`config.mk`:
```
export PLATFORM = sky130hd
export DESIGN_NAME = regfile_readback_scan
export DESIGN_NICKNAME = d
export VERILOG_FILES = /design/src/rtl/regfile_scan_pkg.sv /design/src/rtl/regfile_readback_scan_seg7_decode.sv /design/src/rtl/regfile_readback_scan.sv
export SDC_FILE = /design/constraint.sdc
export NUM_CORES = 1
export LEC_CHECK = 0
export ABC_AREA = 1
export BUFFER_PORTS_ARGS = -buffer_cell sky130_fd_sc_hd__buf_2
export CELL_PAD_IN_SITES_DETAIL_PLACEMENT = 1
export CELL_PAD_IN_SITES_GLOBAL_PLACEMENT = 1
export CORE_MARGIN = 1
export CORE_UTILIZATION = 43
export CTS_CLUSTER_DIAMETER = 50
export DETAILED_ROUTE_END_ITERATION = 7
export MAX_ROUTING_LAYER = met4
export PLACE_DENSITY_LB_ADDON = 0.05
export SYNTH_ARGS = -nofsm -noshare
export SYNTH_HDL_FRONTEND = slang
export SYNTH_SLANG_ARGS = --single-unit
```
`constraint.sdc`:
```
create_clock -name clk -period 2.9 [get_ports clk]
set_clock_uncertainty 0.05 [all_clocks]
set_input_delay 0.58 -clock clk [delete_from_list [all_inputs] [get_ports clk]]
set_output_delay 0.58 -clock clk [all_outputs]
set_load 0.005 [all_outputs]
```
`src/rtl/regfile_scan_pkg.sv`:
```
// ============================================================================
// Module      : regfile_scan_pkg
// Description : Shared types and constants for the register-file readback
//               scanner: scan FSM states and the hex seven-segment table.
// Revision    : 1.0 - initial release
// ============================================================================
`default_nettype none

package regfile_scan_pkg;

    typedef enum logic [1:0] {
        IDLE = 2'd0,
        READ = 2'd1,
        HOLD = 2'd2,
        DONE = 2'd3
    } state_t;

    localparam int NUM_DIGITS = 4;
    localparam int DIGIT_W    = $clog2(NUM_DIGITS);

    // Active-low {g,f,e,d,c,b,a} patterns for hex 0..F.
    localparam logic [6:0] SEG_TABLE [16] = '{
        7'h40, 7'h79, 7'h24, 7'h30,
        7'h19, 7'h12, 7'h02, 7'h78,
        7'h00, 7'h10, 7'h08, 7'h03,
        7'h46, 7'h21, 7'h06, 7'h0E
    };

endpackage

`default_nettype wire

```
`src/rtl/regfile_readback_scan_seg7_decode.sv`:
```
// ============================================================================
// Module      : seg7_decode
// Description : Combinational hex nibble to active-low seven-segment decoder.
// Revision    : 1.0 - initial release
// ============================================================================
`default_nettype none

module seg7_decode
    import regfile_scan_pkg::*;
(
    input  logic [3:0] nibble,
    output logic [6:0] cath
);

    assign cath = SEG_TABLE[nibble];

endmodule

`default_nettype wire

```
`src/rtl/regfile_readback_scan.sv`:
```
// ============================================================================
// Module      : regfile_readback_scan
// Description : Walks the register file read port, holding each word on the
//               4-digit multiplexed display. Optional Fibonacci consistency
//               check enabled by defining FIB_CHECK_EN.
// Revision    : 1.0 - initial release
// ============================================================================
`default_nettype none

module regfile_readback_scan
    import regfile_scan_pkg::*;
#(
    parameter int DATA_W         = 16,
    parameter int NUM_REGS       = 16,
    parameter int ADDR_W         = 4,
    parameter int HOLD_CYCLES    = 50_000_000,
    parameter int REFRESH_CYCLES = 50_000
) (
    input  logic              clk,
    input  logic              reset,
    input  logic              start,
    output logic [ADDR_W-1:0] rd_addr,
    input  logic [DATA_W-1:0] rd_data,
    output logic              busy,
    output logic              done,
    output logic [ADDR_W-1:0] cur_addr,
    output logic [3:0]        an,
    output logic [6:0]        cath,
    output logic              mismatch
);

    localparam int HOLD_W = (HOLD_CYCLES > 1) ? $clog2(HOLD_CYCLES) : 1;
    localparam int REF_W  = (REFRESH_CYCLES > 1) ? $clog2(REFRESH_CYCLES) : 1;
    localparam logic [ADDR_W-1:0] LAST_ADDR = ADDR_W'(NUM_REGS - 1);
    localparam logic [HOLD_W-1:0] HOLD_LOAD = HOLD_W'(HOLD_CYCLES - 1);
    localparam logic [REF_W-1:0]  REF_LAST  = REF_W'(REFRESH_CYCLES - 1);

    state_t              state_q, state_d;
    logic [ADDR_W-1:0]   rd_addr_q, rd_addr_d;
    logic [ADDR_W-1:0]   cur_addr_q, cur_addr_d;
    logic [DATA_W-1:0]   shown_q, shown_d;
    logic [HOLD_W-1:0]   hold_cnt_q, hold_cnt_d;
    logic                busy_q, busy_d;
    logic                done_q, done_d;
    logic [REF_W-1:0]    refresh_cnt_q, refresh_cnt_d;
    logic [DIGIT_W-1:0]  digit_q, digit_d;
    logic [3:0]          an_q, an_d;
    logic [6:0]          cath_q, cath_d;
    logic [3:0]          nibble_d;
    logic                scan_start;

    assign scan_start = start && ((state_q == IDLE) || (state_q == DONE));

    always_comb begin
        state_d    = state_q;
        rd_addr_d  = rd_addr_q;
        cur_addr_d = cur_addr_q;
        shown_d    = shown_q;
        hold_cnt_d = hold_cnt_q;
        case (state_q)
            IDLE, DONE: begin
                if (start) begin
                    state_d   = READ;
                    rd_addr_d = '0;
                end
            end
            READ: begin
                state_d    = HOLD;
                shown_d    = rd_data;
                cur_addr_d = rd_addr_q;
                hold_cnt_d = HOLD_LOAD;
            end
            HOLD: begin
                if (hold_cnt_q != '0) begin
                    hold_cnt_d = hold_cnt_q - HOLD_W'(1);
                end else if (rd_addr_q == LAST_ADDR) begin
                    state_d = DONE;
                end else begin
                    state_d   = READ;
                    rd_addr_d = rd_addr_q + ADDR_W'(1);
                end
            end
            default: state_d = IDLE;
        endcase
        busy_d = (state_d == READ) || (state_d == HOLD);
        done_d = (state_d == DONE);
    end

    // Display path is fed from next-state values so an/cath track the
    // digit index and shown word with no extra cycle of lag.
    always_comb begin
        refresh_cnt_d = refresh_cnt_q + REF_W'(1);
        digit_d       = digit_q;
        if (refresh_cnt_q == REF_LAST) begin
            refresh_cnt_d = '0;
            digit_d       = digit_q + DIGIT_W'(1);
        end
        nibble_d = shown_d[{digit_d, 2'b00} +: 4];
        an_d     = ~(4'b0001 << digit_d);
    end

    seg7_decode u_seg7_decode (
        .nibble (nibble_d),
        .cath   (cath_d)
    );

    always_ff @(posedge clk) begin
        if (reset) begin
            state_q       <= IDLE;
            rd_addr_q     <= '0;
            cur_addr_q    <= '0;
            shown_q       <= '0;
            hold_cnt_q    <= '0;
            busy_q        <= 1'b0;
            done_q        <= 1'b0;
            refresh_cnt_q <= '0;
            digit_q       <= '0;
            an_q          <= 4'b1110;
            cath_q        <= 7'b1000000;
        end else begin
            state_q       <= state_d;
            rd_addr_q     <= rd_addr_d;
            cur_addr_q    <= cur_addr_d;
            shown_q       <= shown_d;
            hold_cnt_q    <= hold_cnt_d;
            busy_q        <= busy_d;
            done_q        <= done_d;
            refresh_cnt_q <= refresh_cnt_d;
            digit_q       <= digit_d;
            an_q          <= an_d;
            cath_q        <= cath_d;
        end
    end

`ifdef FIB_CHECK_EN
    logic [DATA_W-1:0] prev1_q, prev1_d;
    logic [DATA_W-1:0] prev2_q, prev2_d;
    logic              mismatch_q, mismatch_d;

    // Sum is evaluated at DATA_W bits, giving the mod 2^16 wrap.
    always_comb begin
        prev1_d    = prev1_q;
        prev2_d    = prev2_q;
        mismatch_d = mismatch_q;
        if (scan_start) begin
            mismatch_d = 1'b0;
        end else if (state_q == READ) begin
            prev1_d = rd_data;
            prev2_d = prev1_q;
            if ((rd_addr_q >= ADDR_W'(2)) && (rd_data != (prev1_q + prev2_q))) begin
                mismatch_d = 1'b1;
            end
        end
    end

    always_ff @(posedge clk) begin
        if (reset) begin
            prev1_q    <= '0;
            prev2_q    <= '0;
            mismatch_q <= 1'b0;
        end else begin
            prev1_q    <= prev1_d;
            prev2_q    <= prev2_d;
            mismatch_q <= mismatch_d;
        end
    end

    assign mismatch = mismatch_q;
`else
    assign mismatch = 1'b0;
`endif

    assign rd_addr  = rd_addr_q;
    assign cur_addr = cur_addr_q;
    assign busy     = busy_q;
    assign done     = done_q;
    assign an       = an_q;
    assign cath     = cath_q;

endmodule

`default_nettype wire

```
# Word-level counts from Yosys, hierarchy flattened
# Memory sizes are Yosys's and may differ from the RTL's. A register that Yosys moved wholly into a read port is not among the register bits.
# Cells that the tools add are included.
dict set report word_totals {
  mem_bits_ro 112
  memories 1
  inputBits 19
  ff_bits 76
  out_inout_bits 22
  wordCells 52
}
# memory words word_bits rd rd_ports_with_merged_regs write_ports line_no
set mem_list {}
lappend mem_list {{(no name shown)} 16 7 1 1 0 regfile_readback_scan_seg7_decode.sv:15} ;# assign cath = SEG_TABLE[nibble];
dict set report classes {
  n_reduce_logical 9
  add_sub_neg 4
  mux 12
  shift 2
  n_bitwise 2
  eq_ne 12
}
# op count
set ops {}
lappend ops {{$pmux W26 S2} 1}
lappend ops {{$mux W26} 1}
lappend ops {{$reduce_bool A26 Y1} 1}
lappend ops {{$sub A26 B1 Y26 const B} 1}
lappend ops {{$add A16 B1 Y16 const B} 1}
lappend ops {{$eq A16 B16 Y1 const B} 1}
lappend ops {{$mux W16} 1}
lappend ops {{$shiftx A16 B5 Y4} 1}
lappend ops {{$mux W4} 3}
lappend ops {{$eq A2 B2 Y1 const B} 4}
lappend ops {{$mux W2} 4}
lappend ops {{$ne A2 B2 Y1 const B} 4}
lappend ops {{$pmux W4 S2} 1}
lappend ops {{$pmux W2 S3} 1}
lappend ops {{$not A4 Y5} 1}
lappend ops {{$add A4 B1 Y4 const B} 1}
lappend ops {{$eq A2 B1 Y1 const B} 2}
lappend ops {{$eq A4 B4 Y1 const B} 1}
lappend ops {{$not A4 Y4} 1}
lappend ops {{$reduce_and A4 Y1} 1}
lappend ops {{$reduce_bool A2 Y1} 2}
lappend ops {{$reduce_or A2 Y1} 2}
lappend ops {{$shl A1 B2 Y4 const A} 1}
lappend ops {{$add A2 B1 Y2 const B} 1}
lappend ops {{3 further kinds} 3}

# Longest topological paths before layout
# Gate-level depths: netlist of the first run.
dict set report logic_depth {
  ltp_word 6
  mapped_depth 19
  mapped_depth_nobuf 18
}

# Modules after synthesis
# A second synthesis of the first run with hierarchy kept.
dict set report hier_totals {
  cells_unflattened 642
  hier_area_um2 4523.1
}
# mod cells_each area_each_um2 seq_area_each_um2 n_inst
set modules_own_cells {}
lappend modules_own_cells {regfile_readback_scan 593 4249.1 1661.6 1}
lappend modules_own_cells {seg7_decode 49 274.0 0.0 1}

# Worst setup path before layout of the first run
# OpenSTA, ideal clock, no wires.
dict set report synth_path {
  kind {register to register}
  from {reg refresh_cnt_q[0]}
  to {reg cath_q[3] (netlist: cath[3])}
  required_ns 2.786
  path_buffers 0
  synth_period_minus_slack_ns 2.148
  arrival_time_ns 2.034
  setup_ns 0.064
  stages_incl_launch_ff 17
  setup_slack_ns 0.752
  cell_sequence {dfxtp_1 > ha_1 > nand3_2 > nor2_1 > nand2_1 > nand2_1 > nand2_2 > inv_2 > nand3_1 > nand2_1 > inv_1 > ha_1 > inv_1 > nand2_1 > nand3_1 > nand2_1 > nor2_1}
}
dict set report synth_via {
  elab_chain_len 4
}
# element line_no
set synth_rtl {}
lappend synth_rtl {{from (decl)} regfile_readback_scan.sv:45} ;# logic [REF_W-1:0] refresh_cnt_q, refresh_cnt_d;
lappend synth_rtl {{from (signal assigned)} regfile_readback_scan.sv:128} ;# refresh_cnt_q <= refresh_cnt_d;
lappend synth_rtl {{$eq A16 B16 Y1} regfile_readback_scan.sv:94} ;# if (refresh_cnt_q == REF_LAST) begin
lappend synth_rtl {{$mux W2} regfile_readback_scan.sv:94}
lappend synth_rtl {{$shiftx A16 B5 Y4} regfile_readback_scan.sv:98} ;# nibble_d = shown_d[{digit_d, 2'b00} +: 4];
lappend synth_rtl {{$not A4 Y5 (not written as such)} regfile_readback_scan_seg7_decode.sv:15}
lappend synth_rtl {{to (decl)} regfile_readback_scan.sv:48} ;# logic [6:0] cath_q, cath_d;
# No other way between the ends.
# A chain may end at the register's enable or synchronous reset.

# Worst setup path in the final report of the first run
dict set report layout_path {
  from {reg refresh_cnt_q[0]}
  to {reg cath_q[6] (netlist: cath[6])}
}
# Same word-level chain as after synthesis.

==> impl_metrics.toml, run 1 <==
[cts]
tritoncts = "yes"
clockBufferDepth = 2
clk-insertion-delay-late_ns = 0.36
cts.sinks = 83
postCtsHoldBufs = 0
numCtsBuffers = 9
cts-root-buf = "clkbuf_8"
path_clk_slew_ns = 0.09
postCtsSetupBuffers = 0
cts_max_level = 3
cts_resized = 0

[yosys]
synth-compound-area-share_pct = 10.7
synth_fa_ha_area_share_pct = 3.51
synth_top_area_cell = "dfxtp_1"
synth_edf_count = 0
synth_warnings = 0
synth_area_per_cell_um2 = 7.08
synth_top_family_by_area = "simple AND/OR/NAND/NOR gates"
synthSimpleGateAreaFrac_pct = 34.1
synth.area.mux_share_pct = 1.87
ys_seq_area_share_pct = 38.9
ys_ff_latch = 83
synth.most_common_cell = "nand2_1"
yosysTopAreaCellShare_pct = 38.9
ys_async_sr_fraction_pct = 0
ys_top_cells_by_count = "nand2_1 (112), nor2_1 (105), dfxtp_1 (83)"
synth.area.top_cells = "dfxtp_1 (39%), nand2_1 (9.8%), nor2_1 (9.2%)"
synth_area_mm2 = 0.00427
syn_inst = 604
synth_cell_type_count = 37
syn_nets = 635
synth_flop_cell = "dfxtp_1"
synth_xor_area_share_pct = 2.66

[timing]
worstMarginPinSlew_ns = 0.531
rsz0062_at_grt = "no"
whs_ns = 0.418
hold_viol = 0
fin_crit_sh_pct = 88.3
slew_viol_final = 0
finalCriticalPeriod_ns = 2.56
setup_tns_ns = 0
slew_headroom_pct = 64.6
maxClockFrequency_ghz = 0.390
setup_viol = 0

[finish]
area.growth.synth_to_final_pct = 10.9
nFillCells = 1291
multi_input_area_mm2 = 0.00226
nets = 671
register_area_mm2 = 0.00166
final-instance-count-excl-fill = 778
finalInstanceArea_mm2 = 0.00474
diodes = 0
drive_gt1_share_pct = 15.7

[floorplan]
die_area_mm2 = 0.0103
ioPinCount = 41
row_count = 36
start_util_pct = 44.1
die_y_um = 102
die_w_um = 102
placeableCoreArea_mm2 = 0.00968

[setup_path]
critical_path.endpoint_type = "flop"
required_ns = 3.09
critPathMaxFanout = 13
crit_type = "reg -> reg"
start_kind = "flop"
cp.arrival_ns = 2.75

[routing]
post_drt_wl_per_cell_um = 14.0
wl_um = 10900
dr.pass1.iters = 6
detailedRoute.firstIterationViolations = 113
drc_errors = 1
vias = 3902
via_per_inst = 5.02
ant_nets = 0

[grt]
grt_max_degree = 45
grt_pass1_wl_um = 18400
grt.overflow.total = 0
antenna_found_initial = 0
grt_pass1_vias = 3915
grt_usage_pct = 23.8

[pwr]
ir_drop_mv = 0.412
power.leakage_nw = 2.09
powerDensity_mw_per_mm2 = 964
total_power_mw = 4.57

[worst_hold_path]
hold_class = "reg -> reg"

[place]
postPlaceCellArea_mm2 = 0.00456
dpl.hpwl_um = 8230
place.gp.congestion = 0.830
io_buffers = 39
dp.cells = 762

[outcome]
violations = "design-rule violations"
status = "finished with violations"

[flow_run]
timing.max_cap.violations = 0
## path summary, 6_finish.rpt
path / start / end / slack (ns) / depth (start not counted)
setup / recovery: refresh_cnt_q[0] / cath[6] / 0.34 / 13
hold / removal: digit_q[1] / an[3] / 0.42 / 1
hold reg to reg: digit_q[1] / an[3] / 0.42 / 1
setup reg to reg: refresh_cnt_q[0] / cath[6] / 0.34 / 13
## cell families after synthesis
group / after synthesis
multiplexers: 8
AND/OR/NAND/NOR: 320
flip-flops: 83
buffers and inverters: 80
other: 1
AO/OA/AOI/OAI: 87
XOR/XNOR: 13
adder cells (fa/ha/maj): 12
## worst max-delay path, cell delays in order (launching register included)
cell	delay, ns
dfxtp_1	0.39
ha_1	0.22
nand3_2	0.14
nor2_1	0.15
nand3_2	0.25
nand2_4	0.25
nand2_1	0.07
nand3_1	0.08
nand2_1	0.16
ha_1	0.28
nand3_1	0.12
nand2_1	0.09
o21ai_1	0.13
nand2_1	0.07
## flip-flops by register name, summed over array words and instances (netlist names)
| signal | flops |
|---|---|
| cur_addr | 4 |
| rd_addr | 4 |
| an | 4 |
| cath | 7 |
| shown_q | 16 |
| refresh_cnt_q | 16 |
| busy | 1 |
| digit_q | 2 |
| state_q | 2 |
| done | 1 |
| hold_cnt_q | 26 |
## per-layer routing
metal	track usage (%)	wire length (um)	part of all wire [%]
met3	4.00	201	1.8
met2	41.1	5440	50
met4	6.80	112	1.0
met1	28.2	5160	47
met5	-	0	0
## final cells by class
type	count	area share [%]
flip-flops and latches	83	35.1
well taps	133	3.51
clock buffers	12	3.27
multi-input cells	441	47.8
clock inverters	4	0.528
repair buffers	44	4.91
inverters	61	4.91
## cell usage in the layout (no fill, tap or decap), types with 2 or more instances in the layout
| cell type | Yosys | final |
|---|---|---|
| nand3_1 | 41 | 41 |
| nor2_1 | 105 | 105 |
| nand2_2 | 10 | 10 |
| o21ai_0 | 33 | 33 |
| nand4_1 | 7 | 7 |
| or2_2 | 8 | 8 |
| a31oi_1 | 5 | 5 |
| nand3_2 | 9 | 9 |
| inv_1 | 56 | 56 |
| nand3b_1 | 2 | 2 |
| nor3b_1 | 2 | 2 |
| clkinv_2 | 1 | 3 |
| mux2i_1 | 8 | 8 |
| nand2_1 | 112 | 112 |
| dfxtp_1 | 83 | 83 |
| a21oi_1 | 41 | 41 |
| nand2_4 | 4 | 4 |
| clkinvlp_4 | 0 | 2 |
| buf_4 | 2 | 5 |
| ha_1 | 12 | 12 |
| clkbuf_8 | 0 | 11 |
| nor2_2 | 5 | 5 |
| a211oi_1 | 4 | 4 |
| xnor2_1 | 8 | 8 |
| o21a_1 | 3 | 3 |
| buf_2 | 4 | 39 |
| nor4_1 | 2 | 2 |
| xor2_1 | 5 | 5 |
| inv_2 | 3 | 3 |
| nor3_1 | 10 | 10 |
## stage by stage
step | setup slack, ns | utilization [%]
floorplan | 0.752 | -
global placement | 0.484 | 47.1
detailed placement | 0.320 | 47.1
CTS | 0.319 | 48.9
global route | 0.00772 | 48.9
finish | 0.338 | 48.9
## report_power, final
| part | internal (mW) | switching (mW) | total (mW) | leakage (nW) |
|---|---|---|---|---|
| sequential | 1.42 | 0.197 | 1.62 | 0.679 |
| clock | 0.356 | 0.444 | 0.800 | 0.0884 |
| combinational | 0.762 | 1.38 | 2.15 | 1.32 |
Power figures use the tool's default switching activity.
==> run 2: changes to the inputs <==
--- a/config.mk
+++ b/config.mk
@@ -15,6 +15,7 @@
 export DETAILED_ROUTE_END_ITERATION = 7
 export MAX_ROUTING_LAYER = met4
 export PLACE_DENSITY_LB_ADDON = 0.05
+export REMOVE_ABC_BUFFERS = 1
 export SYNTH_ARGS = -nofsm -noshare
 export SYNTH_HDL_FRONTEND = slang
 export SYNTH_SLANG_ARGS = --single-unit
==> run 2 against run 1 <==
Sequential cell count unchanged. Final cell count unchanged. Highest routed layer unchanged. Global-route usage up 0.89 points. The flow now finishes without violations. Maximum frequency down 1.8%. Total power up 2.7%.
==> impl_metrics.toml, run 2 (synthesis gave the netlist of run 1 again) <==
[routing]
post_drt_wl_per_cell_um = 14.7
vias = 3932
met3_length_um = 261
via_per_inst = 5.05
wl_um = 11400
drt-met1-wl_um = 5370
drc_errors = 0
top_layer_used = "met4"
wl_met2_um = 5630
detailedRoute.firstIterationViolations = 105
dr.pass1.iters = 4
ant_nets = 0

[cts]
cts.sinks = 83
cts_max_level = 3
postCtsHoldBufs = 0
clockBufferDepth = 2
tritoncts = "yes"
clk-insertion-delay-late_ns = 0.36
path_clk_slew_ns = 0.09
cts-root-buf = "clkbuf_8"
cts_resized = 0
numCtsBuffers = 9
postCtsSetupBuffers = 0

[grt]
grt_pass1_vias = 4144
grt_pass1_wl_um = 19300
antenna_found_initial = 0
grt_usage_pct = 24.7
grt_max_degree = 45
grt.overflow.total = 0

[timing]
finalCriticalPeriod_ns = 2.61
slew_headroom_pct = 66.5
setup_tns_ns = 0
setup_ws_ns = 0.290
rsz0062_at_grt = "no"
fin_crit_sh_pct = 90.0
hold_viol = 0
slew_viol_final = 0
setup_viol = 0
maxClockFrequency_ghz = 0.383
whs_ns = 0.388
worstMarginPinSlew_ns = 0.502

[setup_path]
required_ns = 3.15
cp.arrival_ns = 2.86
critPathMaxFanout = 8
crit_type = "reg -> reg"
critical_path.endpoint_type = "flop"
start_kind = "flop"

[floorplan]
die_area_mm2 = 0.0103
die_w_um = 102
row_count = 36
placeableCoreArea_mm2 = 0.00968
die_y_um = 102
start_util_pct = 44.1
ioPinCount = 41

[finish]
final_common_cell = "nand2_1"
diodes = 0
nFillCells = 1278
finalInstanceArea_mm2 = 0.00478
largest_register_ffs = 26
register_area_mm2 = 0.00166
finish.utilization_pct = 49.4
reg_top3 = "hold_cnt_q x26, refresh_cnt_q x16, shown_q x16"
area.growth.synth_to_final_pct = 11.8
multi_input_area_mm2 = 0.00227
nets = 671
final-instance-count-excl-fill = 778
drive_gt1_share_pct = 15.7
final_cell_mix = "nand2_1 (112), nor2_1 (105), dfxtp_1 (83)"
largest-register = "hold_cnt_q"

[pwr]
total_power_mw = 4.69
ir_drop_mv = 0.395
powerDensity_mw_per_mm2 = 981
power.leakage_nw = 2.10

[flow_run]
timing.max_cap.violations = 0

[place]
dp.cells = 762
postPlaceCellArea_mm2 = 0.00456
place.gp.congestion = 0.889
io_buffers = 39
dpl_worst_slack_ns = 0.207
dpl.hpwl_um = 8390

[worst_hold_path]
hold_class = "reg -> reg"

[outcome]
status = "finished, final reports clean"
==> run 2: changes by cell type in the layout (fill, tap and decap cells not counted), sizes merged <==
cell | before | now
clkbuf | 12 | 13
bufinv | 0 | 1
clkinv | 3 | 1
==> run 2: critical path, cell delays in order (launching register included) <==
cell     delay (ns)
dfxtp_1        0.40
ha_1           0.22
nand3_2        0.15
nor2_1         0.20
nand2_1        0.08
nand2_1        0.08
nand2_2        0.15
inv_2          0.17
nand3_1        0.09
nand2_1        0.20
inv_1          0.12
ha_1           0.32
inv_1          0.06
nand2_1        0.05
nand3_1        0.08
nand2_1        0.05
nor2_1         0.09
==> run 2: routing by layer <==
layer,up-vias,GRT usage [%]
met5,-,-
met4,0,6.69
met3,14,4.00
met2,42,42.2
met1,1863,29.8
li1,2013,-
==> run 2: worst paths after layout <==
kind | slack, ns | end | cells after the start | startpoint
setup / recovery | 0.29 | cath[3] | 16 | refresh_cnt_q[0]
hold reg to reg | 0.39 | an[3] | 1 | digit_q[1]
setup reg to reg | 0.29 | cath[3] | 16 | refresh_cnt_q[0]
hold / removal | 0.39 | an[3] | 1 | digit_q[1]
==> run 2: final cells by class <==
cell class / count / share of cell area [%]
tap: 133 / 3.48
clock inverter: 3 / 0.942
inverter: 61 / 4.87
multi-input combinational: 441 / 47.5
timing repair buffer: 44 / 4.87
clock buffer: 13 / 3.53
sequential: 83 / 34.8
==> run 2: where the power goes <==
part	switching (mW)	internal, mW
Sequential	0.196	1.43
Combinational	1.40	0.766
Clock	0.438	0.470
Total	2.03	2.66
